## config.mk

```make
export PLATFORM = sky130hd
export DESIGN_NAME = mul_sched_rr
export DESIGN_NICKNAME = d
export VERILOG_FILES = /design/src/rtl/mul_sched_pkg.sv /design/src/rtl/mul_rsp_fifo.sv /design/src/rtl/mul_sched_rr.sv
export SDC_FILE = /design/constraint.sdc
export NUM_CORES = 1
export LEC_CHECK = 0
export CORE_AREA = 4 4 156 158
export DETAILED_ROUTE_END_ITERATION = 16
export DIE_AREA = 0 0 160 162
export GPL_TIMING_DRIVEN = 0
export PLACE_DENSITY = 0.78
export SKIP_CTS_REPAIR_TIMING = 1
export SYNTH_ARGS = -nofsm -noshare
export SYNTH_HDL_FRONTEND = slang
export SYNTH_SLANG_ARGS = --single-unit
```

## constraint.sdc

```tcl
create_clock -name clk -period 4.8 [get_ports clk]
set_input_delay 0.72 -clock clk [delete_from_list [all_inputs] [get_ports clk]]
set_output_delay 0.72 -clock clk [all_outputs]
set_load 0.05 [all_outputs]
```

## src/rtl/mul_sched_pkg.sv

```systemverilog
// Shared constants and types for the round-robin multiplier scheduler.
package mul_sched_pkg;
    localparam int DATA_W      = 32;
    localparam int MUL_LAT_DEF = 1;
    localparam int MAX_REQ     = 4;
    // Sized for the largest supported requester count so the tag type is fixed.
    localparam int REQ_ID_W    = $clog2(MAX_REQ);

    typedef struct packed {
        logic                valid;
        logic [REQ_ID_W-1:0] req_id;
    } tag_t;
endpackage

```

## src/rtl/mul_rsp_fifo.sv

```systemverilog
// Synchronous response FIFO; head shows the oldest entry whenever not empty.
module mul_rsp_fifo #(
    parameter int DEPTH = 3,
    parameter int WIDTH = 32
) (
    input  logic             clk,
    input  logic             rst_n,
    input  logic             push,
    input  logic [WIDTH-1:0] push_data,
    input  logic             pop,
    output logic             full,
    output logic             empty,
    output logic [WIDTH-1:0] head
);
    localparam int PTR_W = (DEPTH > 1) ? $clog2(DEPTH) : 1;
    localparam int CNT_W = $clog2(DEPTH + 1);

    logic [WIDTH-1:0] mem [DEPTH];
    logic [PTR_W-1:0] wr_ptr;
    logic [PTR_W-1:0] rd_ptr;
    logic [CNT_W-1:0] count;
    logic             do_push;
    logic             do_pop;

    function automatic logic [PTR_W-1:0] ptr_inc(input logic [PTR_W-1:0] p);
        return (p == PTR_W'(DEPTH - 1)) ? '0 : p + PTR_W'(1);
    endfunction

    assign full    = (count == CNT_W'(DEPTH));
    assign empty   = (count == '0);
    assign do_push = push && !full;
    assign do_pop  = pop && !empty;
    assign head    = mem[rd_ptr];

    always_ff @(posedge clk or negedge rst_n) begin
        if (!rst_n) begin
            wr_ptr <= '0;
            rd_ptr <= '0;
            count  <= '0;
        end else begin
            if (do_push) wr_ptr <= ptr_inc(wr_ptr);
            if (do_pop)  rd_ptr <= ptr_inc(rd_ptr);
            case ({do_push, do_pop})
                2'b10:   count <= count + CNT_W'(1);
                2'b01:   count <= count - CNT_W'(1);
                default: ;
            endcase
        end
    end

    // Storage needs no reset: the pointers alone define which entries are live.
    always_ff @(posedge clk) begin
        if (do_push) mem[wr_ptr] <= push_data;
    end
endmodule

```

## src/rtl/mul_sched_rr.sv

```systemverilog
// Round-robin scheduler sharing one non-stallable multiplier among NUM_REQ
// requesters; credits guarantee every issued product has a response slot.
module mul_sched_rr
    import mul_sched_pkg::*;
#(
    parameter int NUM_REQ   = 2,
    parameter int MUL_LAT   = MUL_LAT_DEF,
    parameter int RSP_DEPTH = 3
) (
    input  logic                      clk,
    input  logic                      rst_n,
    input  logic [NUM_REQ-1:0]        req_valid,
    output logic [NUM_REQ-1:0]        req_ready,
    input  logic [NUM_REQ*DATA_W-1:0] req_a,
    input  logic [NUM_REQ*DATA_W-1:0] req_b,
    output logic [NUM_REQ-1:0]        rsp_valid,
    input  logic [NUM_REQ-1:0]        rsp_ready,
    output logic [NUM_REQ*DATA_W-1:0] rsp_data,
    output logic [DATA_W-1:0]         mul_a,
    output logic [DATA_W-1:0]         mul_b,
    input  logic [DATA_W-1:0]         mul_out,
    output logic                      busy
);
    localparam int CNT_W = $clog2(RSP_DEPTH + 1);

    logic [CNT_W-1:0]    cnt [NUM_REQ];
    logic [REQ_ID_W-1:0] rr_ptr;
    tag_t                tag_pipe [MUL_LAT];
    tag_t                tag_head;
    logic [NUM_REQ-1:0]  elig;
    logic [NUM_REQ-1:0]  grant;
    logic [NUM_REQ-1:0]  push;
    logic [NUM_REQ-1:0]  pop;
    logic [NUM_REQ-1:0]  fifo_full;
    logic [NUM_REQ-1:0]  fifo_empty;
    logic [DATA_W-1:0]   fifo_head [NUM_REQ];
    logic [REQ_ID_W-1:0] grant_id;
    logic                grant_any;

    // Eligibility looks only at registered credits, so rsp_ready never reaches req_ready.
    always_comb begin
        elig = '0;
        for (int i = 0; i < NUM_REQ; i++) begin
            elig[i] = rst_n && req_valid[i] && (cnt[i] < CNT_W'(RSP_DEPTH));
        end
    end

    always_comb begin
        grant     = '0;
        grant_id  = '0;
        grant_any = 1'b0;
        for (int k = 1; k <= NUM_REQ; k++) begin
            if (!grant_any && elig[(int'(rr_ptr) + k) % NUM_REQ]) begin
                grant_any = 1'b1;
                grant[(int'(rr_ptr) + k) % NUM_REQ] = 1'b1;
                grant_id  = REQ_ID_W'((int'(rr_ptr) + k) % NUM_REQ);
            end
        end
    end

    assign req_ready = grant;
    assign mul_a     = grant_any ? req_a[int'(grant_id)*DATA_W +: DATA_W] : '0;
    assign mul_b     = grant_any ? req_b[int'(grant_id)*DATA_W +: DATA_W] : '0;

    always_ff @(posedge clk or negedge rst_n) begin
        if (!rst_n) begin
            rr_ptr <= REQ_ID_W'(NUM_REQ - 1);
        end else if (grant_any) begin
            rr_ptr <= grant_id;
        end
    end

    always_ff @(posedge clk or negedge rst_n) begin
        if (!rst_n) begin
            for (int i = 0; i < NUM_REQ; i++) cnt[i] <= '0;
        end else begin
            for (int i = 0; i < NUM_REQ; i++) begin
                case ({grant[i], pop[i]})
                    2'b10:   cnt[i] <= cnt[i] + CNT_W'(1);
                    2'b01:   cnt[i] <= cnt[i] - CNT_W'(1);
                    default: ;
                endcase
            end
        end
    end

    // Tags shadow the multiplier pipeline; clearing them drops any stale mul_out.
    always_ff @(posedge clk or negedge rst_n) begin
        if (!rst_n) begin
            for (int s = 0; s < MUL_LAT; s++) tag_pipe[s] <= '0;
        end else begin
            tag_pipe[0] <= '{valid: grant_any, req_id: grant_id};
            for (int s = 1; s < MUL_LAT; s++) tag_pipe[s] <= tag_pipe[s-1];
        end
    end

    assign tag_head = tag_pipe[MUL_LAT-1];

    always_comb begin
        busy = 1'b0;
        for (int i = 0; i < NUM_REQ; i++) busy = busy | (cnt[i] != '0);
    end

    for (genvar g = 0; g < NUM_REQ; g++) begin : g_rsp
        assign push[g]      = tag_head.valid && (tag_head.req_id == REQ_ID_W'(g)) && !fifo_full[g];
        assign pop[g]       = rsp_valid[g] && rsp_ready[g];
        assign rsp_valid[g] = !fifo_empty[g];
        assign rsp_data[g*DATA_W +: DATA_W] = fifo_empty[g] ? '0 : fifo_head[g];

        mul_rsp_fifo #(
            .DEPTH (RSP_DEPTH),
            .WIDTH (DATA_W)
        ) u_fifo (
            .clk       (clk),
            .rst_n     (rst_n),
            .push      (push[g]),
            .push_data (mul_out),
            .pop       (pop[g]),
            .full      (fifo_full[g]),
            .empty     (fifo_empty[g]),
            .head      (fifo_head[g])
        );
    end
endmodule
```

After elaboration in Yosys (flattened, before gate mapping). Memories as Yosys holds them, arrays and structs flattened. Index checks and enable logic that the tools add are counted.

Bits in registers: 20. Bits in latches: 0. Memory bits (writable): 192. Bits in read-only memories: 0. Bits of input ports: 166. Output and inout port bits: 133. Logic and storage cells: 117. Memories: 2.

Memories: g_rsp[0].u_fifo.mem (depth 3, bits a word 32, rd ports 1, clocked after Yosys merged registers in 0, write ports 1, line mul_rsp_fifo.sv:18) `logic [WIDTH-1:0] mem [DEPTH];`; g_rsp[1].u_fifo.mem (depth 3, bits a word 32, rd ports 1, clocked after Yosys merged registers in 0, write ports 1, line mul_rsp_fifo.sv:18).

Add/sub/neg operators: 14. $mul: 0. Divide/modulo/power cells: 0. $lt $le $gt $ge: 6. Eq/ne operators: 15. Shift-type cells: 2. Mux-type cells: 32. Bitwise gates (word level): 4. Reduce and logical (&&, ||, !) cells: 31.

Operators with widths (number): $mux W32 (4); $shiftx A64 B8 Y32 (2); $eq A2 B2 Y1 const B (10); $logic_and A1 B1 Y1 (17); $add A2 B1 Y2 const B (8); $mux W2 (8); $pmux W2 S2 (4); $mux W1 (14); $reduce_bool A2 Y1 (6); $eq A2 B1 Y1 const B (5); $sub A2 B1 Y2 const B (4); $logic_not A2 Y1 (3); $lt A2 B3 Y1 const B (2); $logic_not A1 Y1 (5); $ge A2 B1 Y1 const B (2); $lt A2 B2 Y1 const B (2); $add A1 B1 Y1 const B (2); $and A1 B1 Y1 const A (2); $demux W1 S1 (2); $or A2 B2 Y2 (1); $or A1 B1 Y1 (1).

Logic depth before layout (Yosys ltp). Gate-level depths: netlist of the first run.

Depth after elaboration: 11. Mapped depth: 8. Depth with buffers taken out: 7.

Cells and area by module. Synthesis of the first run repeated with hierarchy kept, for this count alone.

Cells, all modules: 787. Area, all modules: 9750.6 um2.

By module, submodules not included: mul_rsp_fifo (times used 2, cells an instance 229, area each 3849.9 um2, seq. area each 3032.9 um2); mul_sched_rr (times used 1, cells an instance 329, area each 2050.7 um2, seq. area each 176.4 um2).

Worst setup path before layout of the first run. No wires, ideal clock.

Kind: register to register. Start: register tag_pipe (netlist bit tag_head[0]). End: memory g_rsp[0].u_fifo.mem[0][0], enable pin. Library setup time: 0.517 ns. Data arrival time: 3.948 ns. Data required time: 4.283 ns. Path slack: 0.336 ns. Stages on the path, launching flop included: 3. Path buffers: 0. Clock period less this slack: 4.464 ns. Path through: dfrtp_1 > nand2b_1 > nor4b_1.

Cells in the longest elaborated chain, start to end: 6.

Ends and longest elaborated chain: from (decl) (line mul_sched_rr.sv:28) `tag_t tag_pipe [MUL_LAT];`; $logic_not A2 Y1 (line mul_sched_rr.sv:105) `assign push[g] = tag_head.valid && (tag_head.req_id == REQ_ID_W'(g)) && !fifo_full[g];`; $logic_and A1 B1 Y1 (2 in series) (line mul_sched_rr.sv:105); $logic_and A1 B1 Y1 (line mul_rsp_fifo.sv:31) `assign do_push = push && !full;`; $mux W1 (line mul_rsp_fifo.sv:53) `if (do_push) mem[wr_ptr] <= push_data;`; $mux W1 (implied by the code) (line mul_rsp_fifo.sv:53); to (decl) (line mul_rsp_fifo.sv:18).

Every way passes these cells.

Worst setup path in the final report of the first run.
Start: input rst_n. End: output mul_b[13].

Cells in the longest elaborated chain, start to end: 11. Elaborated cells between the ends (all ways): 18. Those cells by class: shift (1); mux (11); reduce/logical (6).

Ends and longest elaborated chain: from (decl) (line mul_sched_rr.sv:11) `input logic rst_n,`; $logic_and A1 B1 Y1 (2 in series) (line mul_sched_rr.sv:44) `elig[i] = rst_n && req_valid[i] && (cnt[i] < CNT_W'(RSP_DEPTH));`; $mux W1 (implied by the code) (3 in series) (line mul_sched_rr.sv:53) `if (!grant_any && elig[(int'(rr_ptr) + k) % NUM_REQ]) begin`; $mux W1 (line mul_sched_rr.sv:53); $logic_not A1 Y1 (line mul_sched_rr.sv:53); $logic_and A1 B1 Y1 (line mul_sched_rr.sv:53); $mux W2 (line mul_sched_rr.sv:53); $shiftx A64 B8 Y32 (line mul_sched_rr.sv:63) `assign mul_b = grant_any ? req_b[int'(grant_id)*DATA_W +: DATA_W] : '0;`; $mux W32 (*) (line mul_sched_rr.sv:63); to (decl) (line mul_sched_rr.sv:20) `output logic [DATA_W-1:0] mul_b,`.

Every way passes the cells marked *; elsewhere a longest branch is shown, timed or not. The select of a mux whose other input is x is not followed.

==> metrics, run 1 <==
Clock Skew=0.01071 ns; Max VDD drop=between 0.3 and 0.4 mV; Design Power=8.419 mW; row cnt=56; cts bufs inserted=20; largest family of logic cells by synthesized area=multiplexers; Cell Area, Synth=approximately 0.0095 sq mm; Worst-Margin Slew=around 1.0 ns; drt total wl=28470 um; DP Cell Count=approximately 1300; average cell area after synthesis=around 13 sq um; Tmin final=about 4.4 ns; die height=162 um; Chip Width=around 160 um; gr usage total=between 20% and 30%; Synth Flop Type=edfxtp_1; multi-input logic area=~0.003 sq mm; starting density of the core=approximately two fifths; layout cells sized above 1=between 10% and 20%; share of the yosys chip area belonging to registers=about two thirds; Adder-Cell Fraction of Synth Area=less than 1%; max-capacitance violation count=0; drt drc=0; via count=around 7100; core outline area=around 0.023 sq mm; min-delay worst type=input port to async pin; critical path class=input port to primary output; Critical Path Sink Type=primary output; Final Hold Violating Endpoints=0; Worst EP arrival=approximately 3.7 ns; antenna-violating nets left=0; GR Overflow Total=0; CTS tree=done; Slew Viols, Final=0; P&R area growth vs syn=44.71%; r2r setup slk=between 2 and 2.5 ns; largest net degree at the start of global routing=26; compound-cell area share of the yosys netlist=about 5.7%; static leakage=roughly 4.9 nW; Sequential cell area=approximately 0.0062 sq mm; 1st-iter DRT viols=about 350; clock-pin slew on the worst setup and hold paths=about 0.06 ns; Ys Warns=0; first-pass GRT wire length=about 42000 um; first-pass detailed-route iteration total=5; syn_nets=around 890; register bit total from synthesis=211; Post-synth EDFFs=between 150 and 200; Worst Reg2Reg Path Length in Cells=6; Layout Cells excl Fill=about 1400; RSZ-0062 raised after global routing=false; final setup vio count=0; mux cell area share after synthesis=14.45%; worst setup path start=rst_n; I/O pin total=between 200 and 300; Power Density=612.5 mW/mm^2; Post-Synthesis Cells=about 720; commonest non-fill, non-tap cell in the layout=clkdlybuf4s50_1; CTS sink cnt=around 210; Die ar.=approximately 0.026 sq mm; start of the worst register-to-register path=g_rsp[1].u_fifo.count[0]$_DFFE_PN0P_; Post-Route Setup TNS=0 ns; FMAX=~0.23 GHz; initial antenna violation count=2; DR WL/cell=approximately 21 um; fillers=roughly 1800; # H-tree levels=1; hpwl dp=21670 um; vias per inst=5.186; Async SR Flop Fraction=roughly 9.0%; RR Endpoint=g_rsp[1].u_fifo.mem[2][10]$_DFFE_PP_; most frequent cells in the layout=297 x clkdlybuf4s50_1, 192 x edfxtp_1, 133 x nand2_1, 73 x nor2_1; xor and xnor area share after synthesis=about 1.1%; Startpoint Class=input port; status=complete, no violations; synth unique cells=36; later-pin clock latency in the skew report=approximately 0.49 ns; Port-buffer cells=298; fin util=roughly three fifths; CTS root buf=clkbuf_16; vias in the first global route=about 7400; Max transition margin=roughly a third; simple-gate share of the synthesized area=approximately a tenth; Final #Nets=~1200; Hold WS=approximately 0.40 ns; Final GP Congestion=between 0.9 and 1; Max FO, Critical Path=22; worst-case clock buffer depth=3; Critical Path RT=approximately 4.1 ns; Final period util=91.44%
## layout make-up
type | count | share of cell area [%]
timing repair buffer | 318 | 23.37
clock buffer | 29 | 4.114
tap | 290 | 2.640
buffer | 50 | 1.966
antenna | 2 | 0.03641
inverter | 6 | 0.1638
multi-input combinational | 448 | 21.89
sequential | 211 | 45.41
clock inverter | 6 | 0.4096
## state kept, by name (all words and copies together), names as in the netlist
| signal | count |
|---|---|
| tag_head | 2 |
| cnt | 4 |
| g_rsp.u_fifo.mem | 192 |
| rr_ptr | 1 |
| g_rsp.u_fifo.count | 4 |
| g_rsp.u_fifo.rd_ptr | 4 |
| g_rsp.u_fifo.wr_ptr | 4 |
## cell usage after synthesis (3+ instances only)
cell	n	area, sq um
mux2i_1	64	640.6
clkbuf_1	16	60.06
a21o_1	8	60.06
nor3b_1	4	30.03
nor2_1	73	274.0
edfxtp_1	192	5766
ha_1	4	50.05
buf_4	4	30.03
o22ai_1	59	369.1
o22ai_2	5	62.56
xor2_1	4	35.03
buf_6	5	56.30
nand2_1	133	499.2
inv_1	6	22.52
dfrtp_1	18	450.4
o21ai_0	3	15.01
buf_2	24	120.1
xnor2_1	8	70.07
mux2_2	64	720.7
## report_power, final
| group | total (mW) | leakage (nW) | switching [mW] | internal (mW) |
|---|---|---|---|---|
| sequential | 2.34 | 1.97 | 0.101 | 2.23 |
| combinational | 4.59 | 2.66 | 2.96 | 1.63 |
| clock | 1.49 | 0.303 | 0.617 | 0.872 |
| total | 8.42 | 4.94 | 3.68 | 4.74 |
## cells by family (layout without fill, tap and decap cells)
family / Yosys count / after routing
XOR/XNOR: 12 / 12
AND/OR/NAND/NOR: 223 / 223
adder cells (fa/ha/maj): 4 / 4
other: 0 / 2
buffers and inverters: 56 / 409
AO/OA/AOI/OAI: 80 / 80
multiplexers: 129 / 129
flip-flops: 211 / 211
## critical path, stage by stage
cell	delay (ns)
dlymetal6s2s_1	0.74
clkbuf_1	0.43
clkbuf_1	0.44
nand2_1	0.17
o22ai_1	0.27
clkdlybuf4s50_1	0.87
## per-layer routing
| metal | routed length [um] | vias to the layer above | track usage (%) |
|---|---|---|---|
| li1 | - | 3289 | - |
| met1 | 10290 | 3393 | 23.47 |
| met2 | 14870 | 310 | 38.67 |
| met3 | 2365 | 59 | 5.684 |
| met4 | 925 | 2 | 7.235 |
| met5 | 13 | - | 0 |
## per-stage QoR
stage | setup WS [ns] | cell area (sq um)
global placement | -2.786 | 12840
detailed placement | 0.003284 | 13120
finish | 0.4110 | 13750
global route | 0.1694 | 13740
floorplan | 0.3358 | 9499
CTS | -0.001085 | 13740
## how the worst max path moves through the flow
| stage | endpoint | slack, ns | cells after the start |
|---|---|---|---|
| 3_5_place_dp | mul_b[1] | 0.003 | 6 |
| 6_report | mul_b[13] | 0.41 | 6 |
| 4_1_cts | mul_a[30] | -0.001 | 6 |
| 2_1_floorplan | g_rsp[0].u_fifo.mem[0][0]$_DFFE_PP_ | 0.34 | 2 |
| 5_1_grt | mul_b[1] | 0.17 | 6 |
| 3_3_place_gp | g_rsp[1].u_fifo.mem[0][7]$_DFFE_PP_ | -2.79 | 2 |
Power figures use the tool's default switching activity.
==> run 2: changes to the inputs <==
--- a/config.mk
+++ b/config.mk
@@ -10,6 +10,7 @@
 export DIE_AREA = 0 0 160 162
 export GPL_TIMING_DRIVEN = 0
 export PLACE_DENSITY = 0.78
+export SETUP_SLACK_MARGIN = 0.3
 export SKIP_CTS_REPAIR_TIMING = 1
 export SYNTH_ARGS = -nofsm -noshare
 export SYNTH_HDL_FRONTEND = slang
==> metrics, run 2 (synthesized netlist as in run 1, its figures left out) <==
Post-DP Area=0.01312 sq mm (unchanged); Biggest register=g_rsp.u_fifo.mem (unchanged); Worst-Margin Slew=0.8804 ns (was 1.002 ns); 1st-iter DRT viols=351 (was 353); gr usage total=20.99% (unchanged); Slew Viols, Final=0 (unchanged); layout cells sized above 1=14.89% (was 14.79%); Worst EP arrival=3.37 ns (was 3.67 ns); initial antenna violation count=2 (unchanged); Critical Path Sink Type=primary output (unchanged); drt drc=0 (unchanged); Worst Slack Setup Final=0.7057 ns (was 0.4110 ns); Critical Path RT=4.08 ns (about the same); Startpoint Class=input port (unchanged); commonest non-fill, non-tap cell in the layout=clkdlybuf4s50_1 (unchanged); CTS sink cnt=211 (unchanged); Power Density=612.7 mW/mm^2 (was 612.5 mW/mm^2); finished layout cell area=0.01374 sq mm (was 0.01375 sq mm); CTS root buf=clkbuf_16 (unchanged); FMAX=0.2442 GHz (was 0.2278 GHz); drt total wl=28480 um (was 28470 um); Post-Route Setup TNS=0 ns (unchanged); fin util=59.42% (was 59.45%); worst-case clock buffer depth=3 (unchanged); Max VDD drop=0.3568 mV (was 0.3569 mV); vias per inst=5.186 (unchanged); Final period util=85.30% (was 91.44%); Tmin final=4.094 ns (was 4.389 ns); later-pin clock latency in the skew report=0.49 ns (about the same); cts bufs inserted=20 (unchanged); Worst Reg2Reg Path Length in Cells=6 (unchanged); Chip Width=160 um (unchanged); min-delay worst type=input port to async pin (unchanged); Die ar.=0.02592 sq mm (unchanged); hpwl dp=21670 um (unchanged); first-pass GRT wire length=42050 um (unchanged); largest net degree at the start of global routing=26 (unchanged); worst slack at placement=0.003284 ns (unchanged); clock-pin slew on the worst setup and hold paths=0.06 ns (about the same); Max transition margin=41.05% (was 33.09%); Port-buffer cells=298 (unchanged); starting density of the core=41.08% (unchanged); die height=162 um (unchanged); vias in the first global route=7364 (unchanged); Clock Skew=0.01087 ns (was 0.01071 ns); Max FO, Critical Path=22 (unchanged); Final GP Congestion=0.9075 (unchanged); RSZ-0062 raised after global routing=false (unchanged); max-capacitance violation count=0 (unchanged); CTS tree=done (unchanged); first-pass detailed-route iteration total=5 (unchanged); row cnt=56 (unchanged); Final #Nets=1225 (unchanged); Final Hold Violating Endpoints=0 (unchanged); I/O pin total=299 (unchanged); P&R area growth vs syn=44.63% (was 44.71%); DR WL/cell=20.94 um (was 20.93 um); static leakage=4.926 nW (was 4.935 nW); GR Overflow Total=0 (unchanged); antenna-violating nets left=0 (unchanged); # H-tree levels=1 (unchanged); via count=7053 (unchanged); most frequent cells in the layout=297 x clkdlybuf4s50_1, 192 x edfxtp_1, 133 x nand2_1, 73 x nor2_1 (unchanged); critical path class=input port to primary output (unchanged); status=complete, no violations (unchanged); core outline area=0.02312 sq mm (unchanged); final setup vio count=0 (unchanged); max FFs per register=192 (unchanged)
run 2: changes by cell type in the layout (fill, tap and decap cells not counted), sizes merged:
cell,previous run,this run
clkbuf,45,46
dlymetal6s2s,1,0
run 2: final cells by class:
cell class | instances | area [sq um]
antenna | 2 | 5.005
buffer | 50 | 270.3
clock buffer | 29 | 565.5
clock inverter | 6 | 56.30
fill | 1843 | 9384
inverter | 6 | 22.52
multi-input combinational | 448 | 3009
sequential | 211 | 6242
tap | 290 | 362.8
timing repair buffer | 318 | 3204
run 2: worst max-delay path, cell delays in order:
cell	delay, ns
clkbuf_2	0.45
clkbuf_1	0.42
clkbuf_1	0.44
nand2_1	0.17
o22ai_1	0.27
clkdlybuf4s50_1	0.87
run 2: final timing paths:
kind                                                 startpoint                                    to  slack, ns
max in group asynchronous                                 rst_n  g_rsp[1].u_fifo.count[1]$_DFFE_PN0P_       4.19
max                                                       rst_n                             mul_b[13]       0.71
min reg2reg                               rr_ptr[0]$_DFFE_PN1P_                 rr_ptr[0]$_DFFE_PN1P_       0.50
min in group clk                          rr_ptr[0]$_DFFE_PN1P_                 rr_ptr[0]$_DFFE_PN1P_       0.50
min                                                       rst_n  g_rsp[0].u_fifo.count[1]$_DFFE_PN0P_       0.23
max reg2reg                g_rsp[1].u_fifo.count[0]$_DFFE_PN0P_  g_rsp[1].u_fifo.mem[2][10]$_DFFE_PP_       2.39
run 2: power breakdown:
part / leakage (nW) / internal [mW] / switching [mW]
Combinational: 2.66 / 1.63 / 2.96
Clock: 0.303 / 0.872 / 0.616
Sequential: 1.97 / 2.24 / 0.101
run 2: per-layer routing:
metal,GRT usage [%],up-vias,routed length (um)
li1,-,3286,-
met1,23.47,3394,10380
met2,38.67,310,14830
met3,5.684,61,2320
met4,7.235,2,942
met5,0,-,13
run 2: per-stage QoR:
stage	hold WS, ns	cells	total power, mW
2_1_floorplan	0.4244	715	5.397
3_3_place_gp	0.4851	1303	6.899
3_5_place_dp	0.4886	1323	6.995
4_1_cts	0.5039	1358	8.493
5_1_grt	0.2600	1359	8.781
6_report	0.2258	1360	8.418
